===== config.mk =====
export PLATFORM = sky130hd
export DESIGN_NAME = riscv_mul_result_stage
export DESIGN_NICKNAME = d
export VERILOG_FILES = /design/src/rtl/riscv_mul_result_stage.sv
export SDC_FILE = /design/constraint.sdc
export NUM_CORES = 1
export LEC_CHECK = 0
export CAP_MARGIN = 20
export CORE_ASPECT_RATIO = 1.5
export CORE_UTILIZATION = 50
export DETAILED_ROUTE_END_ITERATION = 10
export PLACE_DENSITY = 0.75
export SLEW_MARGIN = 10
export SYNTH_ARGS = -nofsm -noshare
export SYNTH_HDL_FRONTEND = slang
export SYNTH_SLANG_ARGS = --single-unit

===== constraint.sdc =====
create_clock -name clk_i -period 7.9 [get_ports clk_i]
set_input_delay 1.975 -clock clk_i [delete_from_list [all_inputs] [get_ports clk_i]]
set_output_delay 1.975 -clock clk_i [all_outputs]
set_load 0.02 [all_outputs]

===== src/rtl/riscv_mul_result_stage.sv =====
// -----------------------------------------------------------------------------
// riscv_mul_result_stage
//
// Result stage behind the sequential unsigned shift-add multiplier. When the
// multiplier pulses done, the 64-bit unsigned product and the operands are
// captured. The RV32M signed corrections are applied to the high word over two
// cycles, and one 32-bit result (MUL / MULH / MULHSU / MULHU) is offered to
// writeback with a valid/ready handshake. EX is stalled while a result is in
// flight.
//
// Ports:
//   clk_i             in   1       clock, rising edge
//   rst_i             in   1       asynchronous, active-high reset
//   mul_done_i        in   1       1-cycle pulse: mul_res_i holds final product
//   mul_res_i         in   2*XLEN  unsigned product {hi,lo}
//   id_ra_value_r     in   XLEN    operand A
//   id_rb_value_r     in   XLEN    operand B
//   id_a_signed_r     in   1       A is signed (MULH, MULHSU)
//   id_b_signed_r     in   1       B is signed (MULH)
//   id_mul_sel_r      in   2       00 MUL, 01 MULH, 10 MULHSU, 11 MULHU
//   wb_ready_i        in   1       writeback accepts the result this cycle
//   mul_wb_valid_o    out  1       result valid
//   mul_wb_data_o     out  XLEN    selected, sign-corrected result
//   ex_stall_mulres_w out  1       EX stall, high whenever the FSM is not idle
//
// Configuration macro:
//   MULRES_FAST_LO_EN  when defined, MUL (sel 00) skips the correction cycles
//                      and goes straight from IDLE to OUT.
// -----------------------------------------------------------------------------
module riscv_mul_result_stage #(
  parameter int XLEN = 32
) (
  input  logic              clk_i,
  input  logic              rst_i,
  input  logic              mul_done_i,
  input  logic [2*XLEN-1:0] mul_res_i,
  input  logic [XLEN-1:0]   id_ra_value_r,
  input  logic [XLEN-1:0]   id_rb_value_r,
  input  logic              id_a_signed_r,
  input  logic              id_b_signed_r,
  input  logic [1:0]        id_mul_sel_r,
  input  logic              wb_ready_i,
  output logic              mul_wb_valid_o,
  output logic [XLEN-1:0]   mul_wb_data_o,
  output logic              ex_stall_mulres_w
);

  typedef enum logic [1:0] {
    ST_IDLE   = 2'b00,
    ST_CORR_A = 2'b01,
    ST_CORR_B = 2'b10,
    ST_OUT    = 2'b11
  } state_t;

  state_t            state_r, state_s;
  logic [XLEN-1:0]   hi_r, hi_s;
  logic [XLEN-1:0]   lo_r, lo_s;
  logic [XLEN-1:0]   a_r, a_s;
  logic [XLEN-1:0]   b_r, b_s;
  logic              a_sgn_r, a_sgn_s;
  logic              b_sgn_r, b_sgn_s;
  logic [1:0]        sel_r, sel_s;
  logic              valid_r, valid_s;
  logic [XLEN-1:0]   data_r, data_s;
  logic              stall_r, stall_s;

  // State and datapath registers; outputs are driven straight from flops.
  always_ff @(posedge clk_i or posedge rst_i) begin
    if (rst_i) begin
      state_r <= ST_IDLE;
      hi_r    <= {XLEN{1'b0}};
      lo_r    <= {XLEN{1'b0}};
      a_r     <= {XLEN{1'b0}};
      b_r     <= {XLEN{1'b0}};
      a_sgn_r <= 1'b0;
      b_sgn_r <= 1'b0;
      sel_r   <= 2'b00;
      valid_r <= 1'b0;
      data_r  <= {XLEN{1'b0}};
      stall_r <= 1'b0;
    end else begin
      state_r <= state_s;
      hi_r    <= hi_s;
      lo_r    <= lo_s;
      a_r     <= a_s;
      b_r     <= b_s;
      a_sgn_r <= a_sgn_s;
      b_sgn_r <= b_sgn_s;
      sel_r   <= sel_s;
      valid_r <= valid_s;
      data_r  <= data_s;
      stall_r <= stall_s;
    end
  end

  // Next-state, correction arithmetic and next output values.
  // Signed high word = unsigned high word - (A<0 ? B : 0) - (B<0 ? A : 0),
  // applied one term per cycle; the low word is identical in all cases.
  always_comb begin
    state_s = state_r;
    hi_s    = hi_r;
    lo_s    = lo_r;
    a_s     = a_r;
    b_s     = b_r;
    a_sgn_s = a_sgn_r;
    b_sgn_s = b_sgn_r;
    sel_s   = sel_r;
    valid_s = valid_r;
    data_s  = data_r;

    case (state_r)
      ST_IDLE: begin
        if (mul_done_i) begin
          hi_s    = mul_res_i[2*XLEN-1:XLEN];
          lo_s    = mul_res_i[XLEN-1:0];
          a_s     = id_ra_value_r;
          b_s     = id_rb_value_r;
          a_sgn_s = id_a_signed_r;
          b_sgn_s = id_b_signed_r;
          sel_s   = id_mul_sel_r;
`ifdef MULRES_FAST_LO_EN
          if (id_mul_sel_r == 2'b00) begin
            state_s = ST_OUT;
            valid_s = 1'b1;
            data_s  = mul_res_i[XLEN-1:0];
          end else begin
            state_s = ST_CORR_A;
          end
`else
          state_s = ST_CORR_A;
`endif
        end else begin
          state_s = ST_IDLE;
        end
      end
      ST_CORR_A: begin
        if (a_sgn_r & a_r[XLEN-1]) begin
          hi_s = hi_r - b_r;
        end else begin
          hi_s = hi_r;
        end
        state_s = ST_CORR_B;
      end
      ST_CORR_B: begin
        if (b_sgn_r & b_r[XLEN-1]) begin
          hi_s = hi_r - a_r;
        end else begin
          hi_s = hi_r;
        end
        // Output word is chosen here so it is already registered in OUT.
        if (sel_r == 2'b00) begin
          data_s = lo_r;
        end else begin
          data_s = hi_s;
        end
        valid_s = 1'b1;
        state_s = ST_OUT;
      end
      ST_OUT: begin
        if (wb_ready_i) begin
          valid_s = 1'b0;
          state_s = ST_IDLE;
        end else begin
          valid_s = 1'b1;
          state_s = ST_OUT;
        end
      end
      default: begin
        valid_s = 1'b0;
        state_s = ST_IDLE;
      end
    endcase

    stall_s = (state_s != ST_IDLE);
  end

  assign mul_wb_valid_o    = valid_r;
  assign mul_wb_data_o     = data_r;
  assign ex_stall_mulres_w = stall_r;

endmodule


=== After elaboration in Yosys (flattened, before gate mapping) ===
Index checks and enable logic that the tools add are counted.

* Bitwise gates (word level): 2
* Muxes and demuxes: 10
* Equality and inequality tests: 5
* Add/sub/neg operators: 2
* Reductions and logical operators: 7

{| class="wikitable"
|+ Operators by type and width
! cell !! number
|-
| 32-bit two-way mux || 4
|-
| 32-bit case mux with 3 select lines || 1
|-
| 32-bit subtractor || 2
|-
| 2-bit case mux with 4 select lines || 1
|-
| 2-bit == test, second input constant || 2
|-
| 2-bit zero test || 2
|-
| 2-bit inequality test, second input constant || 2
|-
| 2-bit nonzero test || 2
|-
| 3-bit AND reduction || 1
|-
| 3-bit nonzero test || 1
|-
| 1-bit bitwise AND || 2
|-
| 2-bit by 1-bit == test with 1-bit output, second input constant || 1
|-
| 1-bit two-way mux || 2
|-
| 2-bit two-way mux || 1
|-
| 1-bit case mux with 2 select lines || 1
|-
| 2-bit AND reduction || 1
|}

* Register bits: 168
* Output and inout port bits: 34
* Logic and storage cells: 37
* Input bits: 136

=== Longest topological paths before layout ===
* Word-level depth: 3
* Gate-level depth with buffers: 13
* Mapped depth without buffers: 13

=== Worst setup path after synthesis ===
No wires, ideal clock.

* Kind: input port to flip-flop
* Start point: in mul_done_i
* End point: reg hi_r[29]
* Cell stages on the path: 6
* Data required time: 7.827 ns
* Data arrival time: 3.218 ns
* Library setup time: 0.073 ns
* Path slack: 4.609 ns
* Path buffers: 2
* Path through: inv_1 -> a221oi_1 -> clkbuf_1 -> clkbuf_1 -> o21ai_0 -> a21oi_2

* Cells in the longest elaborated chain, start to end: 2

{| class="wikitable"
|+ Ends and longest elaborated chain
! item !! line !! source
|-
| start: declaration || 35 || <nowiki>input logic mul_done_i,</nowiki>
|-
| 2-bit inequality test (no line) || - ||
|-
| 3-bit AND reduction (no line) || - ||
|-
| end signal: assignment || 71 || <nowiki>hi_r <= {XLEN{1'b0}};</nowiki>
|-
| end signal: assignment || 83 || <nowiki>hi_r <= hi_s;</nowiki>
|-
| end: declaration || 56 || <nowiki>logic [XLEN-1:0] hi_r, hi_s;</nowiki>
|}

Every way passes these cells.
A chain may end at the register's enable or synchronous reset.

=== Worst setup path after layout ===
Same ends and word-level chain as after synthesis.

==> key figures <==
Finish
  • Share of layout cells above drive strength 1: 13.1%
  • Most frequent cells in the layout: 169 x clkdlybuf4s50_1, 168 x dfrtp_1, 109 x nand2_1
  • Final net count: 1533
  • Area delta synth->final: 23.0%
  • Most common cell after layout, fill and taps aside: clkdlybuf4s50_1

Synthesis
  • Part of the Yosys area used for sequential elements: 38.3%
  • Cells after Synth: 1177
  • Most used DFF post-synth: dfrtp_1
  • Ys Warns: 0
  • FFs w/ async S/R, synth: 100%
  • Post-synth cell types: 70
  • Mean post-synth cell area: 9.32 sq um
  • Leading area contributor after synthesis: dfrtp_1
  • Post-Synthesis Cell Area: 11000 sq um
  • Top-area cell type share of the netlist area: 38.3%
  • EDFF count, synth: 0
  • Syn Nets: 1384
  • Register bit total from synthesis: 168
  • Largest cells by area after synthesis: dfrtp_1 38%, mux2_2 11%, ha_1 7.9%, o21ai_0 4.5%, a21oi_1 3.8%

Clocking
  • Post_cts resized: 0
  • CTS tree: built
  • CTS HTree Levels: 4
  • CTS max path bufs: 2
  • Worst-Skew Late Latency: 450 ps
  • Clock slew at reported path FFs: 70 ps
  • TritonCTS Buffers: 17
  • Clock root buffer: clkbuf_16
  • Setup Fix Bufs, Post-CTS: 0
  • Hold-fix buffers, CTS: 0
  • CTS sink count: 168

Placement
  • Buffers on Ports: 169
  • HPWL after detailed placement: 24600 um
  • Routability congestion estimate: 1.01

GRT
  • Initial antenna violation count: 1
  • First-pass GRT wire length: 51200 um
  • Vias in the first global route: 9575
  • GRT Total Usage: 30.4%
  • Pin count of the biggest net entering global routing: 119
  • GRT Residual Overflow: 0

Die
  • Initial core utilization: 50.7%
  • Die Area: 22500 sq um
  • Rows: 66
  • Core area: 21600 sq um
  • Die Y: 183 um
  • IO Pins: 170
  • Die width: 123 um

Route
  • Routed len/inst: 20.3 um
  • Via count: 9644
  • DRT iter0 DRCs: 751
  • Final wirelength: 32800 um
  • Drt drc: 0
  • First-pass detailed-route iteration total: 9
  • Post-DRT Antenna Nets: 0
  • DR vias/cell: 5.98

Timing
  • Achievable frequency: 257 MHz
  • Rel. slew slack: 33.9%
  • Setup TNS: 0 ps
  • Crit share post-route: 49.3%
  • Slew Viols, Final: 0
  • Final Hold Fails: 0
  • Final setup viols: 0
  • Worst-margin pin slew: 992 ps
  • RSZ-0062 raised after global routing: no
  • Final Skew: 10.5 ps
  • Tmin final: 3890 ps

Worst setup path
  • Critical Path AT: 4220 ps
  • CP Max Fanout: 23
  • Critical Path Sink Type: register
  • Critical Path RT: 8230 ps
  • Setup crit start kind: primary input
  • CP Class: in2reg

Job
  • Max Cap Viol: 0

Outcome
  • Run status: finished clean

Hold path
  • Hold WC Path Type: reg2reg
through the flow:
step,std cells,worst slack [ps],area [sq um],hold slack [ps],util [%]
global route,1612,3970,13500,511,62.4
floorplan,1177,1380,11000,471,-
detailed placement,1578,3620,12900,473,59.7
finish,1612,4010,13500,488,62.4
CTS,1610,4100,13500,490,62.2
global placement,1578,3660,12900,470,59.7
flip-flops by register name, indices dropped and copies added (netlist names):
signal,flops
mul_wb_valid_o,1
b_sgn_r,1
hi_r,32
a_r,32
a_sgn_r,1
state_r,2
lo_r,32
sel_r,2
b_r,32
ex_stall_mulres_w,1
mul_wb_data_o,32
cell usage after synthesis, drive strengths merged (7+ instances only):
cell,instances
a211oi,9
a21o,24
a21oi,86
a221oi,23
a31oi,12
and2,7
and3,11
clkbuf,46
dfrtp,168
ha,69
inv,84
mux2,107
mux2i,21
nand2,110
nand2b,10
nand3,16
nor2,70
nor3,33
o21a,8
o21ai,102
o31ai,9
or3,17
xnor2,30
xor2,19
worst paths after layout:
kind / cells after the start / to / from / slack [ps]
max in group asynchronous: 4 / b_r[12] / rst_i / 4600
setup / recovery: 8 / hi_r[29] / mul_done_i / 4010
min in group asynchronous: 2 / mul_wb_data_o[22] / rst_i / 1860
setup reg to reg: 12 / hi_r[26] / hi_r[0] / 4310
hold / removal: 2 / mul_wb_data_o[10] / mul_wb_data_o[10] / 490
hold reg to reg: 2 / mul_wb_data_o[10] / mul_wb_data_o[10] / 490
critical path, stage by stage:
cell and delay, ps:
clkdlybuf4s50_1 530, inv_1 100, a221oi_2 270, buf_4 320, nand2_1 410, a221oi_1 350, and3_1 210, a21oi_2 50
logic make-up (layout without fill, tap and decap cells):
family / count (synthesis) / count (layout) / share of synthesized area (%)
AO/OA/AOI/OAI: 327 / 327 / 19.3
XOR/XNOR: 49 / 49 / 3.91
adder cells (fa/ha/maj): 71 / 71 / 8.24
buffers and inverters: 136 / 298 / 4.70
flip-flops: 168 / 168 / 38.3
multiplexers: 128 / 128 / 12.9
other: 0 / 1 / 0
AND/OR/NAND/NOR: 298 / 298 / 12.6
per-layer routing:
| metal | up-vias | track usage [%] | share of wire [%] |
|---|---|---|---|
| li1 | 4526 | - | - |
| met2 | 379 | 52.5 | 51 |
| met4 | 0 | 18.4 | 5.7 |
| met1 | 4644 | 35.1 | 38 |
| met5 | - | 0 | 0 |
| met3 | 95 | 4.23 | 5.2 |
area by class of cell:
cell class / count / area, sq um
tap: 272 / 340
multi-input combinational: 873 / 6260
inverter: 85 / 324
clock inverter: 12 / 90.1
clock buffer: 20 / 467
timing repair buffer: 181 / 1800
antenna: 1 / 2.50
sequential: 168 / 4200
fill: 1909 / 8140
Power is left out: the tool's default activity adds up to more than one toggle a clock period on the data nets, which glitch-free logic cannot reach.
